`src/rtl/ps2_kb_pkg.sv`:
```
// ps2_kb_pkg: shared types and constants for the PS/2 keyboard mailbox writer.
//   rx_state_t  - PS/2 frame receiver states
//   wr_state_t  - mailbox writer states
//   make_event  - packs a decoded key into the mailbox event word
package ps2_kb_pkg;

  typedef enum logic [1:0] {
    RX_IDLE,
    RX_DATA,
    RX_PARITY,
    RX_STOP
  } rx_state_t;

  typedef enum logic {
    W_IDLE,
    W_HOLD
  } wr_state_t;

  localparam logic [7:0] EXT_PREFIX   = 8'hE0;
  localparam logic [7:0] BREAK_PREFIX = 8'hF0;

  localparam int VALID_BIT = 31;
  localparam int EXT_BIT   = 9;
  localparam int BRK_BIT   = 8;

  // The valid bit keeps every event word nonzero, so a zero mailbox
  // always means "consumed".
  function automatic logic [31:0] make_event(input logic ext, input logic brk,
                                             input logic [7:0] code);
    logic [31:0] ev;
    ev            = '0;
    ev[VALID_BIT] = 1'b1;
    ev[EXT_BIT]   = ext;
    ev[BRK_BIT]   = brk;
    ev[7:0]       = code;
    return ev;
  endfunction

endpackage

```
`src/rtl/ps2_event_fifo.sv`:
```
// ps2_event_fifo: small synchronous FIFO for key event words.
//   clk, rst    - clock, synchronous active-high reset (empties the FIFO)
//   push, din   - write request and data; ignored when full unless popping
//   pop         - read request; head advances, ignored when empty
//   head        - oldest entry
//   full, empty - occupancy flags
module ps2_event_fifo
  import ps2_kb_pkg::*;
#(
  parameter int DEPTH = 4,
  parameter int W     = 32
) (
  input  logic         clk,
  input  logic         rst,
  input  logic         push,
  input  logic [W-1:0] din,
  input  logic         pop,
  output logic [W-1:0] head,
  output logic         full,
  output logic         empty
);

  localparam int AW = $clog2(DEPTH);

  logic [W-1:0]  mem_q [DEPTH];
  logic [W-1:0]  mem_d [DEPTH];
  logic [AW-1:0] wr_ptr_q, wr_ptr_d;
  logic [AW-1:0] rd_ptr_q, rd_ptr_d;
  logic [AW:0]   count_q, count_d;
  logic          do_push, do_pop;

  assign full  = (count_q == (AW+1)'(DEPTH));
  assign empty = (count_q == '0);
  assign head  = mem_q[rd_ptr_q];

  always_comb begin
    do_pop   = pop && !empty;
    // A pop in the same cycle frees the slot, so a full FIFO still accepts.
    do_push  = push && (!full || do_pop);
    mem_d    = mem_q;
    wr_ptr_d = wr_ptr_q;
    rd_ptr_d = rd_ptr_q;
    if (do_push) begin
      mem_d[wr_ptr_q] = din;
      wr_ptr_d        = wr_ptr_q + AW'(1);
    end
    if (do_pop) begin
      rd_ptr_d = rd_ptr_q + AW'(1);
    end
    count_d = count_q + (AW+1)'(do_push) - (AW+1)'(do_pop);
  end

  always_ff @(posedge clk) begin
    if (rst) begin
      for (int i = 0; i < DEPTH; i++) mem_q[i] <= '0;
      wr_ptr_q <= '0;
      rd_ptr_q <= '0;
      count_q  <= '0;
    end else begin
      mem_q    <= mem_d;
      wr_ptr_q <= wr_ptr_d;
      rd_ptr_q <= rd_ptr_d;
      count_q  <= count_d;
    end
  end

endmodule

```
`src/rtl/ps2_kb_writer.sv`:
```
// ps2_kb_writer: receives PS/2 keyboard frames, decodes scan codes (E0/F0
// prefixes), buffers key events and writes each into a mailbox word once the
// CPU has cleared it.
//   clk, rst          - system clock, synchronous active-high reset
//   ps2_clk, ps2_data - raw asynchronous PS/2 lines
//   code_key          - mailbox readback (combinational read of addr_kb)
//   we_kb/addr_kb/data_kb - mailbox write port
//   frame_err         - one-cycle pulse on parity/stop/timeout error
//   overflow          - one-cycle pulse when an event is dropped (FIFO full)
// Build option: PS2_BREAK_FILTER_EN - bytes after an F0 prefix produce no event.
//
// Receiver states:
//   RX_IDLE   | waiting for start bit (data low on falling edge)
//   RX_DATA   | shifting in 8 data bits, LSB first
//   RX_PARITY | capturing the parity bit
//   RX_STOP   | checking odd parity and stop bit
// Writer states:
//   W_IDLE    | waiting for an event and an empty (zero) mailbox
//   W_HOLD    | write in flight; lets it appear on code_key before re-checking
module ps2_kb_writer
  import ps2_kb_pkg::*;
#(
  parameter logic [31:0] KB_ADDR        = 32'h0000_00F0,
  parameter int          TIMEOUT_CYCLES = 50000,
  parameter int          FIFO_DEPTH     = 4
) (
  input  logic        clk,
  input  logic        rst,
  input  logic        ps2_clk,
  input  logic        ps2_data,
  input  logic [31:0] code_key,
  output logic        we_kb,
  output logic [31:0] addr_kb,
  output logic [31:0] data_kb,
  output logic        frame_err,
  output logic        overflow
);

  localparam int TW = $clog2(TIMEOUT_CYCLES + 1);

  logic [1:0]  pclk_sync_q, pclk_sync_d;
  logic [1:0]  pdat_sync_q, pdat_sync_d;
  logic        pclk_prev_q, pclk_prev_d;
  rx_state_t   rx_q, rx_d;
  logic [2:0]  bit_cnt_q, bit_cnt_d;
  logic [7:0]  shreg_q, shreg_d;
  logic        parity_q, parity_d;
  logic [TW-1:0] to_cnt_q, to_cnt_d;
  logic        frame_err_q, frame_err_d;
  logic        ext_q, ext_d;
  logic        brk_q, brk_d;
  logic        overflow_q, overflow_d;
  wr_state_t   wr_q, wr_d;
  logic        we_q, we_d;
  logic [31:0] data_q, data_d;

  logic        fall, bit_in, byte_ok, push, pop, fifo_full, fifo_empty;
  logic [31:0] fifo_head;

  assign fall   = pclk_prev_q && !pclk_sync_q[1];
  assign bit_in = pdat_sync_q[1];

  // Receiver, timeout and synchronizers
  always_comb begin
    pclk_sync_d = {pclk_sync_q[0], ps2_clk};
    pdat_sync_d = {pdat_sync_q[0], ps2_data};
    pclk_prev_d = pclk_sync_q[1];
    rx_d        = rx_q;
    bit_cnt_d   = bit_cnt_q;
    shreg_d     = shreg_q;
    parity_d    = parity_q;
    frame_err_d = 1'b0;
    byte_ok     = 1'b0;

    if (fall)                to_cnt_d = TW'(TIMEOUT_CYCLES);
    else if (to_cnt_q != '0) to_cnt_d = to_cnt_q - TW'(1);
    else                     to_cnt_d = to_cnt_q;

    case (rx_q)
      RX_IDLE: if (fall && !bit_in) begin
        rx_d      = RX_DATA;
        bit_cnt_d = '0;
      end
      RX_DATA: if (fall) begin
        shreg_d   = {bit_in, shreg_q[7:1]};
        bit_cnt_d = bit_cnt_q + 3'd1;
        if (bit_cnt_q == 3'd7) rx_d = RX_PARITY;
      end
      RX_PARITY: if (fall) begin
        parity_d = bit_in;
        rx_d     = RX_STOP;
      end
      RX_STOP: if (fall) begin
        rx_d = RX_IDLE;
        if ((^{shreg_q, parity_q}) && bit_in) byte_ok     = 1'b1;
        else                                  frame_err_d = 1'b1;
      end
      default: rx_d = RX_IDLE;
    endcase

    if (rx_q != RX_IDLE && !fall && to_cnt_q == '0) begin
      rx_d        = RX_IDLE;
      frame_err_d = 1'b1;
    end
  end

  // Prefix decode and event push
  always_comb begin
    ext_d      = ext_q;
    brk_d      = brk_q;
    push       = 1'b0;
    if (byte_ok) begin
      if (shreg_q == EXT_PREFIX) begin
        ext_d = 1'b1;
      end else if (shreg_q == BREAK_PREFIX) begin
        brk_d = 1'b1;
      end else begin
        ext_d = 1'b0;
        brk_d = 1'b0;
`ifdef PS2_BREAK_FILTER_EN
        push  = !brk_q;
`else
        push  = 1'b1;
`endif
      end
    end
    overflow_d = push && fifo_full && !pop;
  end

  // Mailbox writer
  always_comb begin
    wr_d   = wr_q;
    we_d   = 1'b0;
    data_d = data_q;
    pop    = 1'b0;
    case (wr_q)
      W_IDLE: if (!fifo_empty && code_key == '0) begin
        we_d   = 1'b1;
        data_d = fifo_head;
        pop    = 1'b1;
        wr_d   = W_HOLD;
      end
      W_HOLD:  wr_d = W_IDLE;
      default: wr_d = W_IDLE;
    endcase
  end

  ps2_event_fifo #(.DEPTH(FIFO_DEPTH), .W(32)) u_fifo (
    .clk   (clk),
    .rst   (rst),
    .push  (push),
    .din   (make_event(ext_q, brk_q, shreg_q)),
    .pop   (pop),
    .head  (fifo_head),
    .full  (fifo_full),
    .empty (fifo_empty)
  );

  always_ff @(posedge clk) begin
    if (rst) begin
      pclk_sync_q <= 2'b11;
      pdat_sync_q <= 2'b11;
      pclk_prev_q <= 1'b1;
      rx_q        <= RX_IDLE;
      bit_cnt_q   <= '0;
      shreg_q     <= '0;
      parity_q    <= 1'b0;
      to_cnt_q    <= TW'(TIMEOUT_CYCLES);
      frame_err_q <= 1'b0;
      ext_q       <= 1'b0;
      brk_q       <= 1'b0;
      overflow_q  <= 1'b0;
      wr_q        <= W_IDLE;
      we_q        <= 1'b0;
      data_q      <= '0;
    end else begin
      pclk_sync_q <= pclk_sync_d;
      pdat_sync_q <= pdat_sync_d;
      pclk_prev_q <= pclk_prev_d;
      rx_q        <= rx_d;
      bit_cnt_q   <= bit_cnt_d;
      shreg_q     <= shreg_d;
      parity_q    <= parity_d;
      to_cnt_q    <= to_cnt_d;
      frame_err_q <= frame_err_d;
      ext_q       <= ext_d;
      brk_q       <= brk_d;
      overflow_q  <= overflow_d;
      wr_q        <= wr_d;
      we_q        <= we_d;
      data_q      <= data_d;
    end
  end

  assign we_kb     = we_q;
  assign addr_kb   = KB_ADDR;
  assign data_kb   = data_q;
  assign frame_err = frame_err_q;
  assign overflow  = overflow_q;

endmodule

```
`config.mk`:
```
export PLATFORM = sky130hd
export DESIGN_NAME = ps2_kb_writer
export DESIGN_NICKNAME = d
export VERILOG_FILES = /design/src/rtl/ps2_kb_pkg.sv /design/src/rtl/ps2_event_fifo.sv /design/src/rtl/ps2_kb_writer.sv
export SDC_FILE = /design/constraint.sdc
export NUM_CORES = 1
export LEC_CHECK = 0
export CORE_MARGIN = 5
export CORE_UTILIZATION = 45
export CTS_CLUSTER_SIZE = 25
export DETAILED_ROUTE_END_ITERATION = 12
export GPL_TIMING_DRIVEN = 0
export HOLD_SLACK_MARGIN = 0.1
export PLACE_DENSITY = 0.72
export SETUP_SLACK_MARGIN = 0.15
export SKIP_CTS_REPAIR_TIMING = 1
export SLEW_MARGIN = 15
export SYNTH_ARGS = -nofsm -noshare
export SYNTH_HDL_FRONTEND = slang
export SYNTH_SLANG_ARGS = --single-unit
```
`constraint.sdc`:
```
create_clock -name clk -period 3.1 [get_ports clk]
set_clock_uncertainty 0.2 [all_clocks]
set_input_delay 0.465 -clock clk [delete_from_list [all_inputs] [get_ports clk]]
set_output_delay 0.465 -clock clk [all_outputs]
set_load 0.05 [all_outputs]
```
Yosys cells after proc, flatten, opt, wreduce, memory -nomap -nowiden --
Cells that the tools add are included. Widths: inputs -> output; s select.
Storage, ports and cells: flip-flop bits (word level) 208, output and inout bits 67, bits of input ports 36, word-level logic and storage cells 114
Operators by class: $add $sub $neg 6, reduce and logical (&&, ||, !) cells 35, eq/ne operators 13, magnitude comparators 3, multiplexer cells 31, bitwise gates (word level) 4
Operators by type and width (count):
- $bwmux 128 | 1
- $mux 32 | 3
- $bmux 32 s2 | 1
- $demux 32 s2 | 1
- $logic_not 32->1 | 1
- $eq 8x8->1 const B | 2
- $logic_not 16->1 | 1
- $reduce_bool 16->1 | 1
- $sub 16x1->16 const B | 1
- $mux 1 | 15
- $ne 2x2->1 const B | 6
- $logic_and 1x1->1 | 11
- $mux 2 | 5
- $reduce_and 2->1 | 5
- $reduce_xor 9->1 | 1
- $pmux 2 s4 | 1
- $eq 3x3->1 const B | 2
- $ge 3x3->1 const B | 2
- $logic_not 1->1 | 6
- $mux 3 | 2
- $not 2->3 | 2
- $pmux 3 s2 | 1
- $reduce_and 5->1 | 1
- $add 2x1->2 const B | 2
- other kinds (14) | 18

Logic depth before layout (Yosys ltp) --
Gate-level depths: netlist of run 1.
depth after elaboration 10, gate-level depth with buffers 11, gate-level depth less buffers 11

Modules after synthesis --
From an unflattened synthesis of run 1, not the netlist that was laid out.
Unflattened totals: cells, all modules 890, area, all modules 9557.9 um2
By module, submodules not included:
- ps2_event_fifo | area an instance 6247.2 um2, cells an instance 533, instances 1, seq. area each 2702.6 um2
- ps2_kb_writer | area an instance 3310.7 um2, cells an instance 357, instances 1, seq. area each 1441.4 um2

Worst setup path after synthesis of run 1 --
Ideal clock, no wire load.
kind input-to-reg, from input port code_key[16], to register u_fifo.count_q[2], arrival time 2.334 ns, required time 2.772 ns, cell stages on the path 11, library setup time 0.128 ns, path slack 0.439 ns, cells stage by stage nor4_1 nand4_1 o31a_1 nand2b_1 nor2_1 ha_1 inv_1 fa_1 xor2_1 xnor2_1 nor2_1
On the way: cells in the longest elaborated chain, start to end 9
Ends and longest elaborated chain:
- from (decl) | line ps2_kb_writer.sv:31 | input logic [31:0] code_key,
- $logic_not 32->1 * | line ps2_kb_writer.sv:137 | W_IDLE: if (!fifo_empty && code_key == '0) begin
- $logic_and 1x1->1 * | line ps2_kb_writer.sv:137
- $mux 1 * | line ps2_kb_writer.sv:137
- $mux 1 *
- $logic_and 1x1->1 * | line ps2_event_fifo.sv:37 | do_pop = pop && !empty;
- $logic_or 1x1->1 | line ps2_event_fifo.sv:39 | do_push = push && (!full || do_pop);
- $logic_and 1x1->1 | line ps2_event_fifo.sv:39
- $add 3x1->3 | line ps2_event_fifo.sv:50 | count_d = count_q + (AW+1)'(do_push) - (AW+1)'(do_pop);
- $sub 3x1->3 * | line ps2_event_fifo.sv:50
- to (signal assigned) | line ps2_event_fifo.sv:63 | count_q <= count_d;
- to (decl) | line ps2_event_fifo.sv:29 | logic [AW:0] count_q, count_d;
Mark *: on every way between the ends. The rest lies on a longest branch, timed or not. A chain may end at the register's enable or synchronous reset.

Final worst setup path of run 1 --
from register shreg_q[4], to register u_fifo.count_q[2]
On the way: cells in the longest elaborated chain, start to end 9, elaborated cells on any way between the ends 13, those cells by class add/sub: 2; eq/ne: 2; mux: 6; reduce/logical: 3
Ends and longest elaborated chain:
- from (decl) | line ps2_kb_writer.sv:46 | logic [7:0] shreg_q, shreg_d;
- from (signal assigned) | line ps2_kb_writer.sv:182 | shreg_q <= shreg_d;
- $reduce_xor 9->1 | line ps2_kb_writer.sv:95 | if ((^{shreg_q, parity_q}) && bit_in) byte_ok = 1'b1;
- $logic_and 1x1->1 | line ps2_kb_writer.sv:95
- $mux 1 | line ps2_kb_writer.sv:95
- $mux 1 | line ps2_kb_writer.sv:93 | RX_STOP: if (fall) begin
- $mux 1 | line ps2_kb_writer.sv:79 | case (rx_q)
- $mux 1 * | line ps2_kb_writer.sv:112 | if (byte_ok) begin
- $logic_and 1x1->1 * | line ps2_event_fifo.sv:39
- $add 3x1->3 * | line ps2_event_fifo.sv:50
- $sub 3x1->3 * | line ps2_event_fifo.sv:50
Marked as above.

==> impl_metrics.ini, run 1 <==
[logic_synthesis]
synth_cell_types = 54
avgSynthCellArea_um2 = 9.48
syn_inst = 529
synth-seq-cells = 102
ys_warn_count = 0
synth_edf_count = 0
syn_area_um2 = 5010
yosys_most_used_dff = dfxtp_1
synthArstFlopShare_pct = 0
seq_area_frac_synth_pct = 40.7

[worst_setup_path]
crit_arrival_ns = 2.86
rrSetupSlack_ns = 0.28
path_class = flip-flop to flip-flop
critical_path.max_fanout = 6
worstPathRequired_ns = 3.14
cp-end-kind = flip-flop
cp-start-kind = flip-flop

[layout]
drive_above_1_share_pct = 17.5
utilization_pct = 56.4
diodes = 0
fill_cells = 973
design_area_um2 = 6140
syn_to_final_growth_pct = 22.4
final_nets = 690
final_cell_count_no_fill = 785

[grt]
grt_usage_pct = 16.6
grt_pass1_wl_um = 17800
grt_pass1_vias = 3775
grt.overflow.total = 0
grt_start_max_net_pins = 20
antenna_found_initial = 0

[drt]
ant_nets = 0
vias_per_cell = 4.89
drt_iter0_markers = 151
vias = 3840
drc = 0
wl_per_cell_um = 13.8
dr.pass1.iters = 5
finalWirelength_um = 10800

[clock_tree]
cts_tree = done
clock_path_buffers = 2
cts.sinks = 102
cts-root-buf = clkbuf_8
cts_buffers = 9
cts.clk_slew.worst_paths_ns = 0.11
clock_latency_ns = 0.36
cts_max_level = 3

[floorplanning]
fp-row-count = 38
die_h_um = 116
die_width_um = 116
coreArea_um2 = 10900
die-area_um2 = 13400
start_util_pct = 46.0
ios = 103

[placement]
port_buffers = 48
placedInstanceArea_um2 = 5860
pre_cts_slack_ns = -0.237
gp_congestion = 0.793
dp_cells = 768
dp_hpwl_um = 8160

[power]
power_density_nw_per_um2 = 440
total_leakage_power_nw = 2.51
p_total_mw = 2.70
ir_worst_vdd_v = 0.000363

[sta]
tns_ns = 0
maxSlewHeadroom_pct = 47.5
min_period_ns = 2.82
hold_viol_final = 0
drv_slew = 0
period_share_pct = 91.0
fmax_mhz = 355
rsz0062_at_grt = false
setup_viol = 0
fin_ws_ns = 0.280
hold_slack_ns = 0.221
worst_pin_slew_ns = 0.781

[flow_run]
maxCapViolCount = 0

[worst_hold_path]
min_path_type = flip-flop to flip-flop

[status]
outcome = finished, final reports clean
Yosys cell counts (all sizes together), types with 2 or more instances:
| master | number | share of area (%) |
|---|---|---|
| dfxtp | 102 | 41 |
| nand2 | 65 | 4.9 |
| buf | 58 | 8.7 |
| mux2i | 51 | 10 |
| nor2 | 35 | 2.6 |
| a21oi | 23 | 2.3 |
| nand3 | 20 | 2.1 |
| clkbuf | 19 | 1.4 |
| inv | 14 | 1.0 |
| nor3 | 14 | 1.5 |
| xnor2 | 14 | 2.6 |
| ha | 13 | 3.2 |
| nor4 | 12 | 1.6 |
| mux4 | 11 | 4.9 |
| o21ai | 10 | 1.0 |
| and3 | 6 | 0.85 |
| or2 | 6 | 0.75 |
| nand3b | 5 | 0.75 |
| or3 | 5 | 0.62 |
| a32o | 4 | 0.80 |
| nor2b | 4 | 0.50 |
| xor2 | 4 | 0.70 |
| nand2b | 3 | 0.37 |
| o21a | 3 | 0.45 |
| a2111oi | 2 | 0.72 |
| conb | 2 | 0.15 |
| mux2 | 2 | 0.52 |
| nand4 | 2 | 0.25 |
| nor3b | 2 | 0.30 |
| o31ai | 2 | 0.30 |
| or3b | 2 | 0.35 |
| or4 | 2 | 0.30 |
area by class of cell:
type | count | area [um^2] | share of cell area [%]
Clock inverter | 7 | 88.8 | 1.45
Multi-Input combinational cell | 387 | 2660 | 43.4
Buffer | 77 | 505 | 8.23
Inverter | 14 | 52.6 | 0.856
Clock buffer | 9 | 124 | 2.02
Sequential cell | 102 | 2040 | 33.3
Timing Repair Buffer | 49 | 488 | 7.95
Tap cell | 140 | 175 | 2.85
power by group:
group	internal, mW	total, mW	switching, mW
Clock	0.395	0.896	0.501
Combinational	0.157	0.444	0.287
Sequential	1.33	1.36	0.0250
metal layers:
metal / wire length, um / global-route usage (%) / up-vias
met5: 0 / 0 / -
met1: 4530 / 19.6 / 1796
met4: 131 / 4.46 / 0
met3: 573 / 3.29 / 10
li1: - / - / 1937
met2: 5570 / 30.5 / 97
worst paths after layout:
kind                                  start                            to  cells past startpoint
setup reg to reg    shreg_q[4]$_SDFFE_PP0P_  u_fifo.count_q[2]$_SDFF_PP0_                     11
setup / recovery    shreg_q[4]$_SDFFE_PP0P_  u_fifo.count_q[2]$_SDFF_PP0_                     11
hold / removal    pclk_sync_q[0]$_SDFF_PP1_     pclk_sync_q[1]$_SDFF_PP1_                      1
hold reg to reg   pclk_sync_q[0]$_SDFF_PP1_     pclk_sync_q[1]$_SDFF_PP1_                      1
registers in the layout, indices dropped and copies added (netlist names), 2 cells and up:
register         count
bit_cnt_q            3
data_kb             11
pclk_sync_q          2
pdat_sync_q          2
rx_q                 2
shreg_q              8
to_cnt_q            16
u_fifo.count_q       3
u_fifo.mem_q        44
u_fifo.rd_ptr_q      2
u_fifo.wr_ptr_q      2
layout by cell type, fill, tap and decap left out, drive strengths merged, types with 3 or more instances in the layout:
cell             n
nor2b            4
mux4            11
and3             6
o21a             3
nand3           20
nand2           65
inv             18
nor4            12
nand2b           3
mux2i           51
xnor2           14
clkbuf          28
dfxtp          102
conb            53
or2              6
a21oi           23
nor3            14
clkdlybuf4s50   48
nand3b           5
a32o             4
xor2             4
buf             59
o21ai           10
or3              5
nor2            35
ha              13
worst max-delay path, cell delays in order, from the launching register on:
cell     delay (ns)
dfxtp_2        0.43
xnor2_1        0.14
xnor3_2        0.52
xnor2_4        0.18
mux2i_4        0.21
nor2_2         0.12
ha_2           0.16
inv_1          0.05
fa_2           0.33
xor2_1         0.15
xnor2_1        0.16
nor2_1         0.05
kinds of logic (layout without fill, tap and decap cells):
group | count (synthesis) | in the layout | synth area share (%)
xor gates and xnor gates | 19 | 19 | 3.77
and+or+nand+nor | 187 | 187 | 18.4
other | 2 | 53 | 0.150
DFF | 102 | 102 | 40.7
AOI/OAI and AO/OA | 50 | 50 | 6.51
buffers and inverters | 91 | 156 | 11.1
adders and majority gates | 14 | 14 | 3.64
muxes | 64 | 64 | 15.6
Power figures use the tool's default switching activity.
==> run 2: changes to the inputs <==
--- a/config.mk
+++ b/config.mk
@@ -7,6 +7,7 @@
 export LEC_CHECK = 0
 export CORE_MARGIN = 5
 export CORE_UTILIZATION = 45
+export CTS_CLUSTER_DIAMETER = 150
 export CTS_CLUSTER_SIZE = 25
 export DETAILED_ROUTE_END_ITERATION = 12
 export GPL_TIMING_DRIVEN = 0
==> results of run 2 <==
No change in the layout: final DEF, timing and power equal those of run 1.
